**config.mk**
```make
export PLATFORM = sky130hd
export DESIGN_NAME = fifo_rx_checker_led_stretch
export DESIGN_NICKNAME = d
export VERILOG_FILES = /design/src/rtl/fifo_rx_checker_led_stretch.sv
export SDC_FILE = /design/constraint.sdc
export NUM_CORES = 1
export LEC_CHECK = 0
export BUFFER_PORTS_ARGS = -buffer_cell sky130_fd_sc_hd__buf_2
export CORE_ASPECT_RATIO = 0.7
export CORE_MARGIN = 2
export CORE_UTILIZATION = 60
export CTS_BUF_LIST = sky130_fd_sc_hd__clkbuf_4 sky130_fd_sc_hd__clkbuf_8 sky130_fd_sc_hd__clkbuf_16
export DETAILED_ROUTE_END_ITERATION = 6
export GPL_ROUTABILITY_DRIVEN = 0
export PLACE_DENSITY = 0.81
export SKIP_LAST_GASP = 1
export SYNTH_ARGS = -nofsm -noshare
export SYNTH_HDL_FRONTEND = slang
export SYNTH_SLANG_ARGS = --single-unit
```
**constraint.sdc**
```tcl
create_clock -name clk_i -period 3 [get_ports clk_i]
set_clock_uncertainty 0.2 [all_clocks]
set_input_delay 0.3 -clock clk_i [delete_from_list [all_inputs] [get_ports clk_i]]
set_output_delay 0.3 -clock clk_i [all_outputs]
set_load 0.01 [all_outputs]
```
**src/rtl/fifo_rx_checker_led_stretch.sv**
```systemverilog
// fifo_rx_checker_led_stretch: retriggerable down-counter keeping an LED lit for HOLD cycles
module fifo_rx_checker_led_stretch #(
  parameter int HOLD = 3_600_000
) (
  input  logic clk_i,
  input  logic reset_ni,
  input  logic trig_i,
  output logic led_o
);
  localparam int W = $clog2(HOLD + 1);
  logic [W-1:0] cnt;
  always_ff @(posedge clk_i or negedge reset_ni)
    if (!reset_ni) cnt <= '0;
    else cnt <= trig_i ? W'(HOLD) : (cnt != '0 ? cnt - 1'b1 : cnt);
  assign led_o = cnt != '0;
endmodule

```
# Word-level counts from Yosys, hierarchy flattened
# Cells that the tools add are included.
# Widths: inputs -> output; s select.
dict set report op_classes {
  n_addsub 1
  n_mux 2
  reduce_logical 2
}
# cell count
set ops {}
lappend ops {{$mux 22} 2}
lappend ops {{$reduce_bool 22->1} 1}
lappend ops {{$sub 22x1->22 const B} 1}
lappend ops {{$reduce_bool 2->1} 1}
dict set report totals {
  regBits 22
  inputBits 3
}

# Longest topological paths before layout
dict set report depth {
  depth_word 3
  mapped_depth 8
}

# Worst setup path after synthesis
# OpenSTA, ideal clock, no wires.
dict set report synth_timing {
  path_type {register to register}
  startpoint {reg cnt[8]}
  endpoint {reg cnt[19]}
  arrival_ns 1.771
  required_ns 2.672
  path_slack_ns 0.902
  path_stages_with_launch 7
  path_buffers 1
  synth_period_minus_slack_ns 2.098
  cell_sequence {dfrtp_1 buf_6 or4_4 nor2_4 o2111ai_4 nor4_1 mux2_1}
}
dict set report synth_via {
  elab_chain_len 3
  elab_cells_between_ends 5
}
# element line_no
set synth_rtl {}
lappend synth_rtl {{start: declaration} 11} ;# logic [W-1:0] cnt;
lappend synth_rtl {{start signal: assignment} 14} ;# else cnt <= trig_i ? W'(HOLD) : (cnt != '0 ? cnt - 1'b1 : cnt);
lappend synth_rtl {{$sub 22x1->22} 14}
lappend synth_rtl {{$mux 22 (2 in series)} 14}
# Several ways; a longest one is shown, not always the timed one. The select of a mux whose other input is x is not followed.
# A chain may end at the register's enable or synchronous reset.

# Worst setup path in the final report
dict set report layout_timing {
  startpoint {reg cnt[0]}
  endpoint {out led_o}
}
dict set report layout_via {
  elab_chain_len 1
}
# element line_no
set layout_rtl {}
lappend layout_rtl {{$reduce_bool 22->1} 15} ;# assign led_o = cnt != '0;
lappend layout_rtl {{end: declaration} 8} ;# output logic led_o
# No other way between the ends.

==> run summary <==
The worst register-to-register path has a depth of 7. In this run, flip-flops and latches consume 55.8% of the power. The synthesized area per cell came out at 9.83 um^2. The data required time at the worst endpoint came out at 2.50 ns. The register with the most flip-flops in the layout has 22 of them. Summed over all nets, the switching power comes to roughly 180 uW. The number of placed I/O pins came out at 4. The total standard cell area after synthesis is 1230 um^2.

The layout overhead on the synthesized area came out at 5.30%. The proportion of synthesized chip area in sequential cells is 44.8%. The cell chosen for the clock root is sky130_fd_sc_hd__clkbuf_4.

Buffers inserted during clock tree synthesis total 3. The final number of setup-violating endpoints is 0. For this design the ratio of total power to cell area is 487 nW/um^2. Counting flops and latches in the post-synthesis netlist gives 22. The number of distinct library cell variants in the gate-level netlist after synthesis is 40. In the final layout, the registers with the most flip-flops are cnt: 22 flops. The width of the die is 58.1 um. The maximum number of buffers from clock root to sink is 2. The max-cap violation count came out at 0. TritonCTS built the clock tree. The effective utilization at floorplan is between 60% and 70%.

The per-cell routed wire length came out at approximately 15 um. The overall routed net length came out at 2.21 mm. The first detailed-routing pass ran for 4 iterations. The number of cells produced by synthesis came out at 125.

Summed over all cells, the static leakage comes to 0.000463 uW. The number of nets handed over by synthesis was 129. The type of the worst setup path is reg2out. The first-pass GRT wire length came out at 3.83 mm. After floorplanning, the core was divided into 13 placement rows. The final net count came out at around 130. The source of the worst register-to-register timing path is cnt[0]. The post-DP HPWL is 1.61 mm. The launching element of the worst setup path is cnt[0]. The total internal power is about 440 uW. The hold violation count in the final report came out at 0. The path with the worst hold slack has its endpoint at cnt[8]. The total number of vias came out at ~900.

The die footprint came out at 2430 um^2. The worst hold path begins at trig_i. In the layout the commonest cells are sky130_fd_sc_hd__dfrtp_1, sky130_fd_sc_hd__nor2_1, sky130_fd_sc_hd__xor2_1.

The final worst-path cycle share is between 90% and 100%. Entering global routing, the biggest net connects 23 pins. In this run the cell area measured after placement is 1250 um^2. The global-route total usage across every layer came out at 21.2%.

Sorting the synthesized cells by area gives the leading types as sky130_fd_sc_hd__dfrtp_1, sky130_fd_sc_hd__xor2_1, sky130_fd_sc_hd__nor2_1. The slew at the pin closest to its max-slew limit is 0.469 ns. Summed over all failing endpoints, the final setup total negative slack is 0 ns. The worst hold path depth is 2.

The register name with the most flops is cnt. The count of antenna-violating nets left after detailed routing came out at 0. The worst register-to-register path ends at cnt[21]. VDD sags by at most 427 uV.

The clock insertion delay at the later pin of the skew report came out at between 0.3 and 0.4 ns. The final design utilization is 68.6%. The critical path arrival came out at 2.26 ns.

The placeable core region came out at 1890 um^2. The highest net fanout along the worst path is 10. The clock power share is 26.2%. Setup repair after global routing left no endpoint under its margin. The post-detailed-route DRC marker count is 0. Using the TritonRoute via totals, the vias-per-cell ratio works out to around 6.

The number of cells in the design after placement is 145. Yosys printed 0 warnings. Of all cell types, the one taking the most synthesized area is sky130_fd_sc_hd__dfrtp_1.

The class of the most critical hold timing path is in2reg. Input and output buffers added on the ports amount to 3. For this design, the sink count on the clock tree is 22.

The run finished with clean final reports. The fraction of power spent switching nets came out at about 29%. The final standard cell area without fillers is roughly 1300 um^2.

Static timing analysis puts the maximum clock frequency at 362 MHz. The worst setup path is captured at an output pin. The number of H-tree levels is 1.

The number of global-route vias before repair is 808. The library cell used most frequently in the layout, excluding fill and tap cells, is sky130_fd_sc_hd__dfrtp_1. The max-slew violation total from the final report came out at 0. The vertical die dimension came out at 41.9 um. The fraction of post-synthesis cell area in the top cell type by area is 44.8%. The share of total power in combinational logic came out at between 10% and 20%. After clock tree synthesis, the clock-pin slew on the worst setup and hold paths is 0.12 ns. OpenSTA, run right after detailed placement, puts the worst setup slack at 0.621 ns. The share of post-route cells with drive strength above 1 came out at 12.5%. In this run the tightest slew margin relative to its limit is 68.8%.

STA classifies the critical path startpoint as a flip-flop. The final setup slack of the worst path came out at 0.237 ns. The overall overflow remaining after global route is 0. The number of DRC violations after detailed-routing iteration 0 came out at 43. The non-filler instance count after layout came out at 150. The initial antenna violation count is 0. The reg-to-reg setup timing slack is 0.65 ns.

The clock period minus worst slack came out at between 2 and 3 ns. The diode insertion count for antenna repair is 0.
-- synth_stat cells --
library cell and number:
sky130_fd_sc_hd__nor4_2 3, sky130_fd_sc_hd__and2_1 1, sky130_fd_sc_hd__nand3_1 4, sky130_fd_sc_hd__ha_1 1, sky130_fd_sc_hd__buf_1 1, sky130_fd_sc_hd__clkbuf_1 3, sky130_fd_sc_hd__or4_1 2, sky130_fd_sc_hd__nor3b_1 2
sky130_fd_sc_hd__a21oi_1 1, sky130_fd_sc_hd__nand4_1 1, sky130_fd_sc_hd__buf_6 1, sky130_fd_sc_hd__o21a_1 1, sky130_fd_sc_hd__nand2_1 7, sky130_fd_sc_hd__nor3_2 1, sky130_fd_sc_hd__or4_4 1, sky130_fd_sc_hd__nor2_4 1
sky130_fd_sc_hd__o31a_1 1, sky130_fd_sc_hd__o2111ai_1 2, sky130_fd_sc_hd__inv_1 5, sky130_fd_sc_hd__buf_2 1, sky130_fd_sc_hd__mux2_1 1, sky130_fd_sc_hd__or3_1 3, sky130_fd_sc_hd__o21ai_1 4, sky130_fd_sc_hd__nor4_1 6
sky130_fd_sc_hd__o31ai_1 2, sky130_fd_sc_hd__nor3_1 3, sky130_fd_sc_hd__mux2i_1 1, sky130_fd_sc_hd__and4_2 1, sky130_fd_sc_hd__o211ai_1 5, sky130_fd_sc_hd__xor2_1 10, sky130_fd_sc_hd__xnor2_1 1, sky130_fd_sc_hd__or3b_1 2
sky130_fd_sc_hd__or2_1 1, sky130_fd_sc_hd__a211oi_1 1, sky130_fd_sc_hd__a21o_1 1, sky130_fd_sc_hd__nor2b_1 2, sky130_fd_sc_hd__o21ai_0 1, sky130_fd_sc_hd__dfrtp_1 22, sky130_fd_sc_hd__nor2_1 17, sky130_fd_sc_hd__o2111ai_4 1
-- how the worst max path moves through the flow --
stage                   end  slack, ns  cells after the start
detailed placement    led_o       0.62                      7
floorplan           cnt[19]       0.90                      6
finish                led_o       0.24                      7
CTS                   led_o       0.25                      7
global placement      led_o       0.71                      7
global route          led_o       0.04                      5
-- logic make-up (layout without fill, tap and decap cells) --
| kind of cell | after synthesis | after routing | synth area share, % |
|---|---|---|---|
| adder cells (fa/ha/maj) | 1 | 1 | 1.02 |
| buffers and inverters | 11 | 14 | 4.07 |
| flip-flops | 22 | 22 | 44.8 |
| AND/OR/NAND/NOR | 58 | 58 | 27.7 |
| multiplexers | 2 | 2 | 1.73 |
| AO/OA/AOI/OAI | 20 | 20 | 12.8 |
| XOR/XNOR | 11 | 11 | 7.84 |
-- metal layers --
layer / track usage [%] / vias up / wire, um
met5: 0 / - / 0
met4: 6.05 / 0 / 15
met3: 6.54 / 2 / 98
met2: 27.5 / 19 / 928
met1: 33.3 / 411 / 1170
li1: - / 459 / -
-- area by class of cell --
cell class / instances / area [um^2]
clock buffer: 4 / 36.3
inverter: 5 / 18.8
multi-input combinational: 92 / 628
tap: 22 / 27.5
fill: 156 / 593
timing repair buffer: 5 / 32.5
sequential: 22 / 551
-- what timing repair did --
| action | in CTS | in global routing |
|---|---|---|
| gates resized for setup | 0 | 0 |
| endpoints found under the setup margin | 0 | 0 |
| buffers inserted | 0 | 0 |
| endpoints found under the hold margin | 22 | 0 |
| hold buffers | 1 | 0 |
-- power groups by stage --
stage | logic [uW] | clock network [uW] | registers (uW)
6_report | 114 | 165 | 351
3_5_place_dp | 113 | 0 | 356
2_1_floorplan | 95.0 | 0 | 348
4_1_cts | 114 | 168 | 351
5_1_grt | 129 | 177 | 355
3_3_place_gp | 112 | 0 | 356
-- through the flow --
stage               total power, uW  hold WS, ns
detailed placement              469       0.0887
global route                    662        0.168
floorplan                       443       -0.196
finish                          630        0.153
CTS                             633        0.154
global placement                468       0.0843
-- critical path, stage by stage (launching register included) --
cell and delay [ns]:
sky130_fd_sc_hd__dfrtp_1 0.42, sky130_fd_sc_hd__inv_1 0.10, sky130_fd_sc_hd__ha_1 0.21, sky130_fd_sc_hd__nor3b_1 0.23, sky130_fd_sc_hd__nand4_1 0.27, sky130_fd_sc_hd__buf_4 0.27, sky130_fd_sc_hd__or2_1 0.28, sky130_fd_sc_hd__buf_2 0.17
Note: power is estimated with default switching activity, not from simulation.
